### config.mk
export PLATFORM = sky130hd
export DESIGN_NAME = oled_char_arbiter
export DESIGN_NICKNAME = d
export VERILOG_FILES = /design/src/rtl/oled_pkg.sv /design/src/rtl/rr_pick.sv /design/src/rtl/oled_char_arbiter.sv
export SDC_FILE = /design/constraint.sdc
export NUM_CORES = 1
export LEC_CHECK = 0
export CORE_MARGIN = 3
export CORE_UTILIZATION = 41
export CTS_CLUSTER_SIZE = 30
export DETAILED_ROUTE_END_ITERATION = 10
export PLACE_DENSITY = 0.77
export SYNTH_ARGS = -nofsm -noshare
export SYNTH_HDL_FRONTEND = slang
export SYNTH_SLANG_ARGS = --single-unit
### constraint.sdc
create_clock -name clock -period 2.1 [get_ports clock]
set_input_delay 0.63 -clock clock [delete_from_list [all_inputs] [get_ports clock]]
set_output_delay 0.63 -clock clock [all_outputs]
set_load 0.02 [all_outputs]
### src/rtl/oled_pkg.sv
`default_nettype none
// +--------------------------------------------------------------------+
// | oled_pkg: shared types and constants for OLED character arbiters.  |
// | Revision: 1.0                                                      |
// +--------------------------------------------------------------------+
package oled_pkg;

    localparam int c_BYTE_W        = 8;
    localparam int c_DEF_NUM_REQ   = 4;
    localparam int c_DEF_MAX_BURST = 32;

    typedef enum logic [1:0] {
        ST_IDLE = 2'd0,
        ST_SEND = 2'd1,
        ST_GAP  = 2'd2
    } arb_state_e;

endpackage
`default_nettype wire

### src/rtl/rr_pick.sv
`default_nettype none
// +--------------------------------------------------------------------+
// | rr_pick: combinational round-robin winner selection.                |
// | Revision: 1.0                                                      |
// +--------------------------------------------------------------------+
module rr_pick #(
    parameter int NUM_REQ = 4,
    parameter int ID_W    = $clog2(NUM_REQ)
) (
    input  logic [NUM_REQ-1:0] req_i,
    input  logic [ID_W-1:0]    rr_ptr_i,
    output logic [ID_W-1:0]    win_o,
    output logic               any_req_o
);

    logic [2*NUM_REQ-1:0] w_dbl;
    logic [NUM_REQ-1:0]   w_rot;
    int                   w_sum;

    // Bit k of w_rot is the requester sitting k places after the pointer.
    assign w_dbl     = {req_i, req_i};
    assign w_rot     = NUM_REQ'(w_dbl >> rr_ptr_i);
    assign any_req_o = |req_i;

    always_comb begin
        win_o = '0;
        w_sum = 0;
        for (int k = NUM_REQ - 1; k >= 0; k--) begin
            if (w_rot[k]) begin
                w_sum = int'(rr_ptr_i) + k;
                if (w_sum >= NUM_REQ) begin
                    w_sum = w_sum - NUM_REQ;
                end
                win_o = ID_W'(w_sum);
            end
        end
    end

endmodule
`default_nettype wire

### src/rtl/oled_char_arbiter.sv
`default_nettype none
// +--------------------------------------------------------------------+
// | oled_char_arbiter: message-granular round-robin sharing of the     |
// | oledControl character interface between NUM_REQ producers.        |
// | Revision: 1.0                                                      |
// +--------------------------------------------------------------------+
module oled_char_arbiter
    import oled_pkg::*;
#(
    parameter int NUM_REQ   = c_DEF_NUM_REQ,
    parameter int MAX_BURST = c_DEF_MAX_BURST,
    parameter int ID_W      = $clog2(NUM_REQ)
) (
    input  logic                         clock,
    input  logic                         reset_n,
    input  logic [NUM_REQ-1:0]           req_valid,
    input  logic [NUM_REQ*c_BYTE_W-1:0]  req_data,
    input  logic [NUM_REQ-1:0]           req_last,
    output logic [NUM_REQ-1:0]           req_ready,
    output logic [c_BYTE_W-1:0]          send_data,
    output logic                         send_data_valid,
    input  logic                         send_done,
    output logic [ID_W-1:0]              grant_id,
    output logic                         busy,
    output logic                         msg_done
);

    localparam logic [7:0] c_MAX_BURST = 8'(MAX_BURST);

    arb_state_e            state_q, state_d;
    logic [ID_W-1:0]       grant_q, grant_d;
    logic [ID_W-1:0]       rr_q, rr_d;
    logic [c_BYTE_W-1:0]   data_q, data_d;
    logic                  valid_q, valid_d;
    logic [NUM_REQ-1:0]    ready_q, ready_d;
    logic                  last_q, last_d;
    logic [7:0]            burst_q, burst_d;
    logic                  done_q, done_d;

    logic [ID_W-1:0]       w_win;
    logic                  w_any;
    logic [ID_W-1:0]       w_sel_id;
    logic [ID_W-1:0]       w_next_ptr;
    logic [c_BYTE_W-1:0]   w_bytes [NUM_REQ];

    genvar g;
    for (g = 0; g < NUM_REQ; g++) begin : g_unpack
        assign w_bytes[g] = req_data[g*c_BYTE_W +: c_BYTE_W];
    end

    rr_pick #(
        .NUM_REQ (NUM_REQ),
        .ID_W    (ID_W)
    ) u_rr_pick (
        .req_i     (req_valid),
        .rr_ptr_i  (rr_q),
        .win_o     (w_win),
        .any_req_o (w_any)
    );

    // A new grant comes from the picker; a continuing message reuses the holder.
    assign w_sel_id   = (state_q == ST_IDLE) ? w_win : grant_q;
    assign w_next_ptr = (grant_q == ID_W'(NUM_REQ - 1)) ? '0 : grant_q + 1'b1;

    always_ff @(posedge clock) begin
        if (!reset_n) begin
            state_q <= ST_IDLE;
            grant_q <= '0;
            rr_q    <= '0;
            data_q  <= '0;
            valid_q <= 1'b0;
            ready_q <= '0;
            last_q  <= 1'b0;
            burst_q <= '0;
            done_q  <= 1'b0;
        end else begin
            state_q <= state_d;
            grant_q <= grant_d;
            rr_q    <= rr_d;
            data_q  <= data_d;
            valid_q <= valid_d;
            ready_q <= ready_d;
            last_q  <= last_d;
            burst_q <= burst_d;
            done_q  <= done_d;
        end
    end

    always_comb begin
        state_d = state_q;
        grant_d = grant_q;
        rr_d    = rr_q;
        data_d  = data_q;
        valid_d = valid_q;
        ready_d = '0;
        last_d  = last_q;
        burst_d = burst_q;
        done_d  = 1'b0;
        case (state_q)
            ST_IDLE: begin
                if (!send_done && w_any) begin
                    grant_d = w_sel_id;
                    data_d  = w_bytes[w_sel_id];
                    last_d  = req_last[w_sel_id];
                    ready_d = NUM_REQ'(1) << w_sel_id;
                    burst_d = 8'd1;
                    valid_d = 1'b1;
                    state_d = ST_SEND;
                end
            end
            ST_SEND: begin
                if (send_done) begin
                    valid_d = 1'b0;
                    state_d = ST_GAP;
                end
            end
            ST_GAP: begin
                // Release beats continuation; an idle holder keeps the grant.
                if (!send_done) begin
                    if (last_q || (burst_q == c_MAX_BURST)) begin
                        done_d  = 1'b1;
                        rr_d    = w_next_ptr;
                        state_d = ST_IDLE;
                    end else if (req_valid[grant_q]) begin
                        data_d  = w_bytes[w_sel_id];
                        last_d  = req_last[w_sel_id];
                        ready_d = NUM_REQ'(1) << w_sel_id;
                        burst_d = burst_q + 8'd1;
                        valid_d = 1'b1;
                        state_d = ST_SEND;
                    end
                end
            end
            default: begin
                state_d = ST_IDLE;
            end
        endcase
    end

    always_comb begin
        req_ready       = ready_q;
        send_data       = data_q;
        send_data_valid = valid_q;
        grant_id        = grant_q;
        busy            = (state_q != ST_IDLE);
        msg_done        = done_q;
    end

endmodule
`default_nettype wire
==> reports/metrics.cfg, run 1 <==
[logic_synthesis]
yosysWarningCount=0
synth-edff-count=0
syn_avg_cell_area_um2=8.94
synth_compound_gate_area_share=0.254
ys_ff_latch=29
syn-instance-count=192
yosys-top-cells-area=dfxtp_1 34%, mux2i_1 6.4%, a2111oi_2 5.2%
synth_top_area_frac=0.338
synth.distinct_cells=47
syn_nets=238
synth_mux_area_frac=0.0773
synth_simple_gate_area_frac=0.224
syn_area_mm2=0.00172
synth-main-ff-cell=dfxtp_1
synth_top_family_by_area=compound AO/OA/AOI/OAI gates
synth_fa_ha_area_frac=0.0219
yosys.area.top_type=dfxtp_1
synthXorXnorAreaFrac=0.0306
yosysSeqAreaShare=0.338
synthArstFlopShare=0

[clocking]
cts_tree=built
clock_sinks=29
clock_path_buffers=2
root_buffer=clkbuf_8
htree_levels=2
clock_latency_ns=0.28
cts_buffers=5
clkSlewWorstSetupHoldPaths_ns=0.07

[setup_path]
r2r_setup_slack_ns=0.10
required_ns=2.25
endpoint_kind=flop
cp-start-kind=input port
critPathArrivalTime_ns=2.21
r2r_cells=7
path_class=input port to flop
path_max_fanout=6

[pwr]
p_total_mw=1.63
vdd_ir_drop_max_uv=537
leakage_nw=1.08
power_density_mw_per_mm2=548

[flow_run]
cap_violations=0

[route]
first_pass_iters=4
drc=0
wl_per_cell_um=16.8
via_count=1841
antenna_left=0
drt_iter0_drc=74
viasPerCell=5.48
finalWirelength_um=5640

[sta]
period_minus_slack_ns=2.06
period_share=0.979
finClkSkew_ns=0.00762
slew_headroom=0.768
whs_ns=0.469
clock.fmax_mhz=487
rsz0062_at_grt=yes
hold_viol=0
finalSetupViolCount=0
tns_ns=0
slew_violations=0
worstMarginPinSlew_ns=0.347

[global_routing]
antenna_found_initial=0
grt_pass1_vias=1873
grt_max_degree=14
grt.overflow.total=0
grtUsageTotal=0.217
grt_pass1_wl_um=8890

[die]
die-area_mm2=0.00500
die_h_um=70.7
io_pins=60
core_area_mm2=0.00385
start_util=0.445
std_cell_rows=22
die_w_um=70.7

[layout]
n_fill_cell=259
final_cell_mix=53 x clkdlybuf4s50_1, 36 x buf_4, 29 x dfxtp_1, 20 x nor2_1, 16 x nand2_1
fin_nets=333
design_area_mm2=0.00298
drive_gt1_frac=0.330
final_util=0.773
final_common_cell=clkdlybuf4s50_1
area_growth_pct=73.5
diodes=0

[placed_design]
gp_congestion=0.789
place_area_mm2=0.00259
port_buffers=59
place_hpwl_um=3890

[status]
status=finished clean

[min_path]
min_path_type=flop to flop
whs_path_depth=2

[cells in the mapped netlist, types with 2 or more instances]
cell type	n
mux2i_1	11
a21oi_1	16
a2111oi_2	6
or2_2	2
nor2_1	20
buf_6	2
inv_1	8
clkbuf_1	4
nor4b_1	2
o21ai_1	2
a2111oi_0	10
dfxtp_1	29
or3b_2	2
nand3b_1	2
nand2_1	16
buf_2	4
nand3_1	3
nor4_1	3
ha_1	3
a2111oi_1	5
and2_1	3
xnor2_1	6
nor2b_1	3
nand2b_1	6
nor3_1	2
[registers in the layout (all words and copies together), names as in the netlist]
name / flops
grant_id: 2
last_q: 1
state_q: 2
burst_q: 8
msg_done: 1
send_data_valid: 1
send_data: 8
req_ready: 4
rr_q: 2
[final cells by class]
cell class | instances | area, µm² | area share
Sequential cell | 29 | 581 | 0.195
Clock buffer | 7 | 96.3 | 0.0324
Clock inverter | 1 | 5.00 | 0.00168
Multi-Input combinational cell | 145 | 1320 | 0.444
Tap cell | 48 | 60.1 | 0.0202
Inverter | 8 | 30.0 | 0.0101
Timing Repair Buffer | 98 | 883 | 0.297
[timing repair]
item / in CTS / in global routing
gates cloned: 1 / 0
pin swaps: 5 / 8
buffers inserted: 4 / 5
endpoints found under the setup margin: 24 / 16
hold buffers: 0 / 0
gates resized for setup: 37 / 21
[per-stage QoR]
step           cells  setup WS [ns]
4_1_cts          331       -0.00692
6_report         336         0.0447
5_1_grt          336        -0.0434
3_3_place_gp     318         -0.656
3_5_place_dp     318         -0.723
2_1_floorplan    192        -0.0171
[path summary, 6_finish.rpt]
check | start | endpoint
worst max-delay path | req_valid[0] | send_data[0]
worst min register to register | send_data_valid | send_data_valid
worst min-delay path | send_data_valid | send_data_valid
worst max register to register | burst_q[0] | send_data[0]
[cells by family (layout without fill, tap and decap cells)]
family | after synthesis | count (layout)
adder cells (fa/ha/maj) | 3 | 3
AO/OA/AOI/OAI | 52 | 52
AND/OR/NAND/NOR | 71 | 72
multiplexers | 12 | 12
flip-flops | 29 | 29
XOR/XNOR | 6 | 6
buffers and inverters | 19 | 114
[worst max-delay path, cell delays in order]
cell and delay (ns):
clkbuf_4 0.15, or3b_4 0.41, o2111ai_4 0.12, o21ai_4 0.11, buf_4 0.16, buf_6 0.13
a2111oi_4 0.39, a2111oi_4 0.10
[routing by layer]
layer,track usage,part of all wire,vias up
met5,0,0,-
met4,0.0522,0.011,0
met3,0.0469,0.036,6
met2,0.368,0.51,44
met1,0.282,0.44,885
li1,-,-,906
[where the power goes]
part	switching, mW	internal (mW)
Sequential	0.0173	0.579
Clock	0.222	0.296
Combinational	0.252	0.266
Note: power is estimated with default switching activity, not from simulation.
==> inputs of run 2 (changes only) <==
CELL_PAD_IN_SITES_DETAIL_PLACEMENT = 1   (was unset)
CELL_PAD_IN_SITES_GLOBAL_PLACEMENT = 1   (was unset)
CORE_UTILIZATION = 30   (was 41)
HOLD_SLACK_MARGIN = 0.08   (was unset)
PLACE_DENSITY = unset   (was 0.77)
PLACE_DENSITY_LB_ADDON = 0.1   (was unset)
==> run 2 against run 1 <==
  * The run now ends with negative setup slack left
  * Highest routed layer unchanged
  * Sequential share of layout area decreased by 1.9 points
  * Combinational power increased by 20%
  * First-iteration DRC count decreased by 14%
  * Clock skew increased by 0.0011 ns
  * Via count increased by 4.0%
  * Critical endpoint is now send_data[6]
  * Routed wire length increased by 31%
  * Non-clock buffer count increased by 12
  * Utilization decreased by 15 points
==> reports/metrics.cfg, run 2 (synthesized netlist as in run 1, its figures left out) <==
[global_routing]
grt_max_degree=13  ; was 14
antenna_found_initial=0  ; unchanged
grt_pass1_vias=1992  ; was 1873
grtUsageTotal=0.195  ; was 0.217
grt.overflow.total=0  ; unchanged
grt_pass1_wl_um=9840  ; was 8890 µm

[layout]
final_common_cell=clkdlybuf4s50_1  ; unchanged
final_util=0.626  ; was 0.773
area_growth_pct=93.4  ; was 73.5%
final_cell_mix=53 x clkdlybuf4s50_1, 40 x buf_4, 27 x dfxtp_1, 19 x nor2_1, 19 x a2111oi_4  ; was 53 x clkdlybuf4s50_1, 36 x buf_4, 29 x dfxtp_1, 20 x nor2_1, 16 x nand2_1
drive_gt1_frac=0.371  ; was 0.330
fin_nets=345  ; was 333
finalNonFillerCells=369  ; was 336
design_area_mm2=0.00332  ; was 0.00298 mm²
diodes=0  ; unchanged

[status]
status=finished, violations left  ; was finished clean
violations=negative setup slack

[pwr]
power_density_mw_per_mm2=511  ; was 548 mW/mm²
leakage_nw=1.18  ; was 1.08 nW
vdd_ir_drop_max_uv=375  ; was 537 µV

[setup_path]
r2r_setup_slack_ns=-0.006  ; was 0.10 ns
path_max_fanout=5  ; was 6
critPathArrivalTime_ns=2.29  ; was 2.21 ns
worstReg2RegEnd=send_data[6]  ; was send_data[0]
path_class=flop to flop  ; was input port to flop
endpoint_kind=flop  ; unchanged
required_ns=2.28  ; was 2.25 ns
crit_chain=inv_2 > ha_4 > or4b_4 > o211ai_4 > and2_4 > buf_8 > buf_12 > a2111oi_4 > a2111oi_4  ; was clkbuf_4 > or3b_4 > o2111ai_4 > o21ai_4 > buf_4 > buf_6 > a2111oi_4 > a2111oi_4
r2r_cells=9  ; was 7
cp-start-kind=flop  ; was input port
critPathSlowestCell=or4b_4  ; was or3b_4
path_common_cell=a2111oi_4  ; unchanged
cpPeakStageDelay_ns=0.48  ; was 0.41 ns
crit_family=simple AND/OR/NAND/NOR gates  ; was compound AO/OA/AOI/OAI gates
reg2reg_from=burst_q[0]  ; unchanged
cp_num_buf_inv=3  ; unchanged

[die]
die-area_mm2=0.00667  ; was 0.00500 mm²
die_w_um=81.6  ; was 70.7 µm
core_area_mm2=0.00530  ; was 0.00385 mm²
start_util=0.324  ; was 0.445
std_cell_rows=26  ; was 22
die_h_um=81.6  ; was 70.7 µm
io_pins=60  ; unchanged

[placed_design]
place_hpwl_um=4460  ; was 3890 µm
gp_congestion=0.736  ; was 0.789
dp_cells=355  ; was 318
port_buffers=59  ; unchanged
place_area_mm2=0.00275  ; was 0.00259 mm²

[sta]
period_minus_slack_ns=2.11  ; was 2.06 ns
hold_viol=0  ; unchanged
period_share=1.00  ; was 0.979
clock.fmax_mhz=475  ; was 487 MHz
worst_slack_ns=-0.00561  ; was 0.0447 ns
slew_violations=0  ; unchanged
rsz0062_at_grt=yes  ; unchanged
whs_ns=0.457  ; was 0.469 ns
worstMarginPinSlew_ns=0.471  ; was 0.347 ns
finClkSkew_ns=0.00869  ; was 0.00762 ns
finalSetupViolCount=1  ; was 0
slew_headroom=0.684  ; was 0.768

[clocking]
cts_buffers=5  ; unchanged
htree_levels=2  ; unchanged
cts_hold_buf=0  ; unchanged
clock_sinks=29  ; unchanged
root_buffer=clkbuf_8  ; unchanged
clkSlewWorstSetupHoldPaths_ns=0.06  ; was 0.07 ns
clock_path_buffers=2  ; unchanged
clock_latency_ns=0.29  ; was 0.28 ns
cts_tree=built  ; unchanged

[route]
first_pass_iters=4  ; unchanged
drc=0  ; unchanged
viasPerCell=5.19  ; was 5.48
finalWirelength_um=7370  ; was 5640 µm
wl_per_cell_um=20.0  ; was 16.8 µm
via_count=1915  ; was 1841
antenna_left=0  ; unchanged
drt_iter0_drc=64  ; was 74

[min_path]
min-delay-start=send_data_valid  ; unchanged
min_path_type=flop to flop  ; unchanged
whs_endpoint=send_data_valid  ; unchanged
whs_path_depth=2  ; unchanged

[flow_run]
cap_violations=0  ; unchanged

run 2: stage by stage:
step	power [mW]	TNS, ns	setup WS, ns
floorplan	0.820	-0.0896	-0.0171
global placement	1.06	-12.17	-0.662
detailed placement	1.06	-12.83	-0.738
CTS	1.61	-0.0454	-0.0297
global route	1.77	-0.303	-0.0841
finish	1.70	-0.00561	-0.00561
run 2: power breakdown:
group	internal (mW)	switching [mW]
sequential	0.580	0.0203
combinational	0.317	0.305
clock	0.260	0.214
total	1.16	0.540
run 2: worst min-delay path: stages, from the launching register on:
cell and delay [ns]:
dfxtp_1 0.31, nand2_1 0.05, a21oi_1 0.05
run 2: final cells by class:
cell class	count	area [µm²]
Fill cell	584	1980
Multi-Input combinational cell	145	1480
Timing Repair Buffer	110	1060
Sequential cell	29	583
Tap cell	70	87.6
Clock buffer	7	86.3
Inverter	8	30.0
run 2: worst max path at each step:
stage,from,endpoint,slack [ns],cells past startpoint
floorplan,req_valid[0],send_data[2],-0.02,6
global placement,req_valid[0],send_data[0],-0.66,7
detailed placement,req_valid[0],send_data[6],-0.74,9
CTS,burst_q[0],send_data[6],-0.03,8
global route,burst_q[0],send_data[6],-0.08,9
finish,burst_q[0],send_data[6],-0.006,9
run 2: timing repair:
| item | 4_1_cts | 5_1_grt |
|---|---|---|
| pin swaps | 14 | 17 |
| cloned | 1 | 1 |
| resized for setup | 53 | 31 |
| endpoints found under the hold margin | 0 | 0 |
| endpoints found under the setup margin | 22 | 14 |
| buffers inserted | 2 | 4 |
run 2: routing by layer:
metal | vias up | track usage | wire length [µm]
met3 | 10 | 0.0351 | 226
met5 | - | 0 | 0
li1 | 932 | - | -
met4 | 0 | 0.0498 | 125
met1 | 934 | 0.250 | 3100
met2 | 39 | 0.338 | 3920
==> inputs of run 3 (changes only) <==
PLACE_DENSITY = 0.78   (was unset)
PLACE_DENSITY_LB_ADDON = unset   (was 0.1)
==> run 3 against run 2 <==
  * First-iteration DRC count is 84% higher
  * Highest routed layer unchanged
  * Routed wire length is 3.9% lower
  * Utilization is 5.7 points lower
  * Hold slack better by 0.0068 ns
  * Maximum frequency is 2.0% higher
  * Via count is 0.26% higher
  * Register-to-register slack better by 0.04 ns
  * The flow now finishes without violations
  * Clock-buffer cell count is 1 lower
==> reports/metrics.cfg, run 3 (synthesized netlist as in run 1, its figures left out) <==
[die]
start_util=0.324  ; unchanged
core_area_mm2=0.00530  ; unchanged
std_cell_rows=26  ; unchanged
die_w_um=81.6  ; unchanged
die-area_mm2=0.00667  ; unchanged
io_pins=60  ; unchanged
die_h_um=81.6  ; unchanged

[setup_path]
reg2reg_from=burst_q[0]  ; unchanged
worstReg2RegEnd=send_data[4]  ; was send_data[6]
path_class=flop to flop  ; unchanged
required_ns=2.28  ; about the same
cp-start-kind=flop  ; unchanged
critPathArrivalTime_ns=2.25  ; was 2.29 ns
r2r_cells=8  ; was 9
endpoint_kind=flop  ; unchanged
r2r_setup_slack_ns=0.04  ; was -0.006 ns
path_max_fanout=4  ; was 5

[global_routing]
antenna_found_initial=0  ; unchanged
grt.overflow.total=0  ; unchanged
grt_pass1_vias=2040  ; was 1992
grt_max_degree=19  ; was 13
grt_pass1_wl_um=10600  ; was 9840 µm
grtUsageTotal=0.209  ; was 0.195

[sta]
finalSetupViolCount=0  ; was 1
slew_headroom=0.733  ; was 0.684
period_share=0.983  ; was 1.00
hold_viol=0  ; unchanged
rsz0062_at_grt=yes  ; unchanged
worstMarginPinSlew_ns=0.398  ; was 0.471 ns
clock.fmax_mhz=485  ; was 475 MHz
tns_ns=0  ; was -0.00561 ns
slew_violations=0  ; unchanged
period_minus_slack_ns=2.06  ; was 2.11 ns
finClkSkew_ns=0.00840  ; was 0.00869 ns

[clocking]
cts_tree=built  ; unchanged
root_buffer=clkbuf_8  ; unchanged
htree_levels=2  ; unchanged
clkSlewWorstSetupHoldPaths_ns=0.07  ; was 0.06 ns
clock_path_buffers=2  ; unchanged
cts_buffers=5  ; unchanged
clock_latency_ns=0.29  ; about the same
clock_sinks=29  ; unchanged

[placed_design]
place_hpwl_um=4680  ; was 4460 µm
port_buffers=59  ; unchanged
gp_congestion=0.794  ; was 0.736

[layout]
final_cell_mix=52 x clkdlybuf4s50_1, 33 x buf_4, 28 x dfxtp_1, 20 x nor2_1, 16 x nand2_1  ; was 53 x clkdlybuf4s50_1, 40 x buf_4, 27 x dfxtp_1, 19 x nor2_1, 19 x a2111oi_4
final_common_cell=clkdlybuf4s50_1  ; unchanged
diodes=0  ; unchanged
fin_nets=334  ; was 345
area_growth_pct=75.8  ; was 93.4%
final_util=0.569  ; was 0.626
drive_gt1_frac=0.332  ; was 0.371

[route]
drc=0  ; unchanged
drt_iter0_drc=118  ; was 64
first_pass_iters=4  ; unchanged
via_count=1920  ; was 1915
viasPerCell=5.35  ; was 5.19
finalWirelength_um=7080  ; was 7370 µm
antenna_left=0  ; unchanged
wl_per_cell_um=19.7  ; was 20.0 µm

[pwr]
power_density_mw_per_mm2=529  ; was 511 mW/mm²
leakage_nw=1.11  ; was 1.18 nW
p_sw_uw=517  ; was 540 µW
vdd_ir_drop_max_uv=314  ; was 375 µV
pwr-share-seq=0.374  ; was 0.354
p_comb_frac=0.337  ; was 0.367
swShare=0.324  ; was 0.318
p_int_mw=1.08  ; was 1.16 mW
clockPowerShare=0.289  ; was 0.279

[flow_run]
cap_violations=0  ; unchanged

[min_path]
whs_endpoint=send_data_valid  ; unchanged
min_path_type=flop to flop  ; unchanged
min-delay-start=send_data_valid  ; unchanged
whs_path_depth=2  ; unchanged

[status]
status=finished clean  ; was finished, violations left

[run 3: cell types whose count changed in the layout (fill, tap and decap cells not counted), moves of 2 or more]
cell       delta
a2111oi_1     +3
a2111oi_2     +8
a2111oi_4    -11
a21oi_2       +2
buf_12        -3
buf_4         -7
clkinv_2      +2
mux2i_1       +2
mux2i_2       -2
[run 3: area by class of cell]
class	count	area, µm²
Timing Repair Buffer	100	937
Clock inverter	2	10.0
Sequential cell	29	582
Inverter	8	30.0
Tap cell	70	87.6
Clock buffer	6	72.6
Multi-Input combinational cell	144	1300
Fill cell	601	2280
[run 3: stage by stage]
stage	power (mW)	area [µm²]	setup slack, ns	hold slack, ns	cells
2_1_floorplan	0.820	1760	-0.0171	0.462	192
3_3_place_gp	1.04	2650	-0.661	0.445	344
3_5_place_dp	1.05	2650	-0.755	0.461	344
4_1_cts	1.57	2980	0.00228	0.471	357
5_1_grt	1.67	3020	-0.0510	0.505	359
6_report	1.60	3020	0.0361	0.464	359
[run 3: worst max path at each step]
stage / start / to / depth (start not counted)
floorplan: req_valid[0] / send_data[2] / 6
global placement: req_valid[0] / send_data[4] / 7
detailed placement: req_valid[0] / send_data[2] / 7
CTS: req_valid[0] / send_data[4] / 8
global route: burst_q[0] / send_data[4] / 8
finish: burst_q[0] / send_data[4] / 8
[run 3: power groups by stage]
stage	registers, mW	logic [mW]	clock network (mW)
2_1_floorplan	0.634	0.186	0
5_1_grt	0.600	0.568	0.505
4_1_cts	0.597	0.506	0.470
6_report	0.597	0.539	0.462
3_3_place_gp	0.606	0.431	0
3_5_place_dp	0.608	0.442	0
[run 3: per-layer routing]
metal | global-route usage | part of all wire | vias to the layer above
met5 | 0 | 0 | -
met4 | 0.0681 | 0.029 | 0
met3 | 0.0428 | 0.034 | 17
met2 | 0.383 | 0.54 | 46
met1 | 0.242 | 0.40 | 953
li1 | - | - | 904
[run 3: timing repair]
item                       4_1_cts  5_1_grt
gates resized for setup         51       15
hold buffers                     0        0
setup endpoints to repair       24       15
setup buffers                    4        2
pin swaps                       10       16
cloned                           1        0
[run 3: critical path, stage by stage (launching register included)]
cell and delay [ns]:
dfxtp_2 0.33, inv_2 0.07, ha_4 0.12, or4b_4 0.48, o211ai_4 0.21, and2_4 0.23, buf_6 0.14, a2111oi_4 0.04
a2111oi_2 0.35
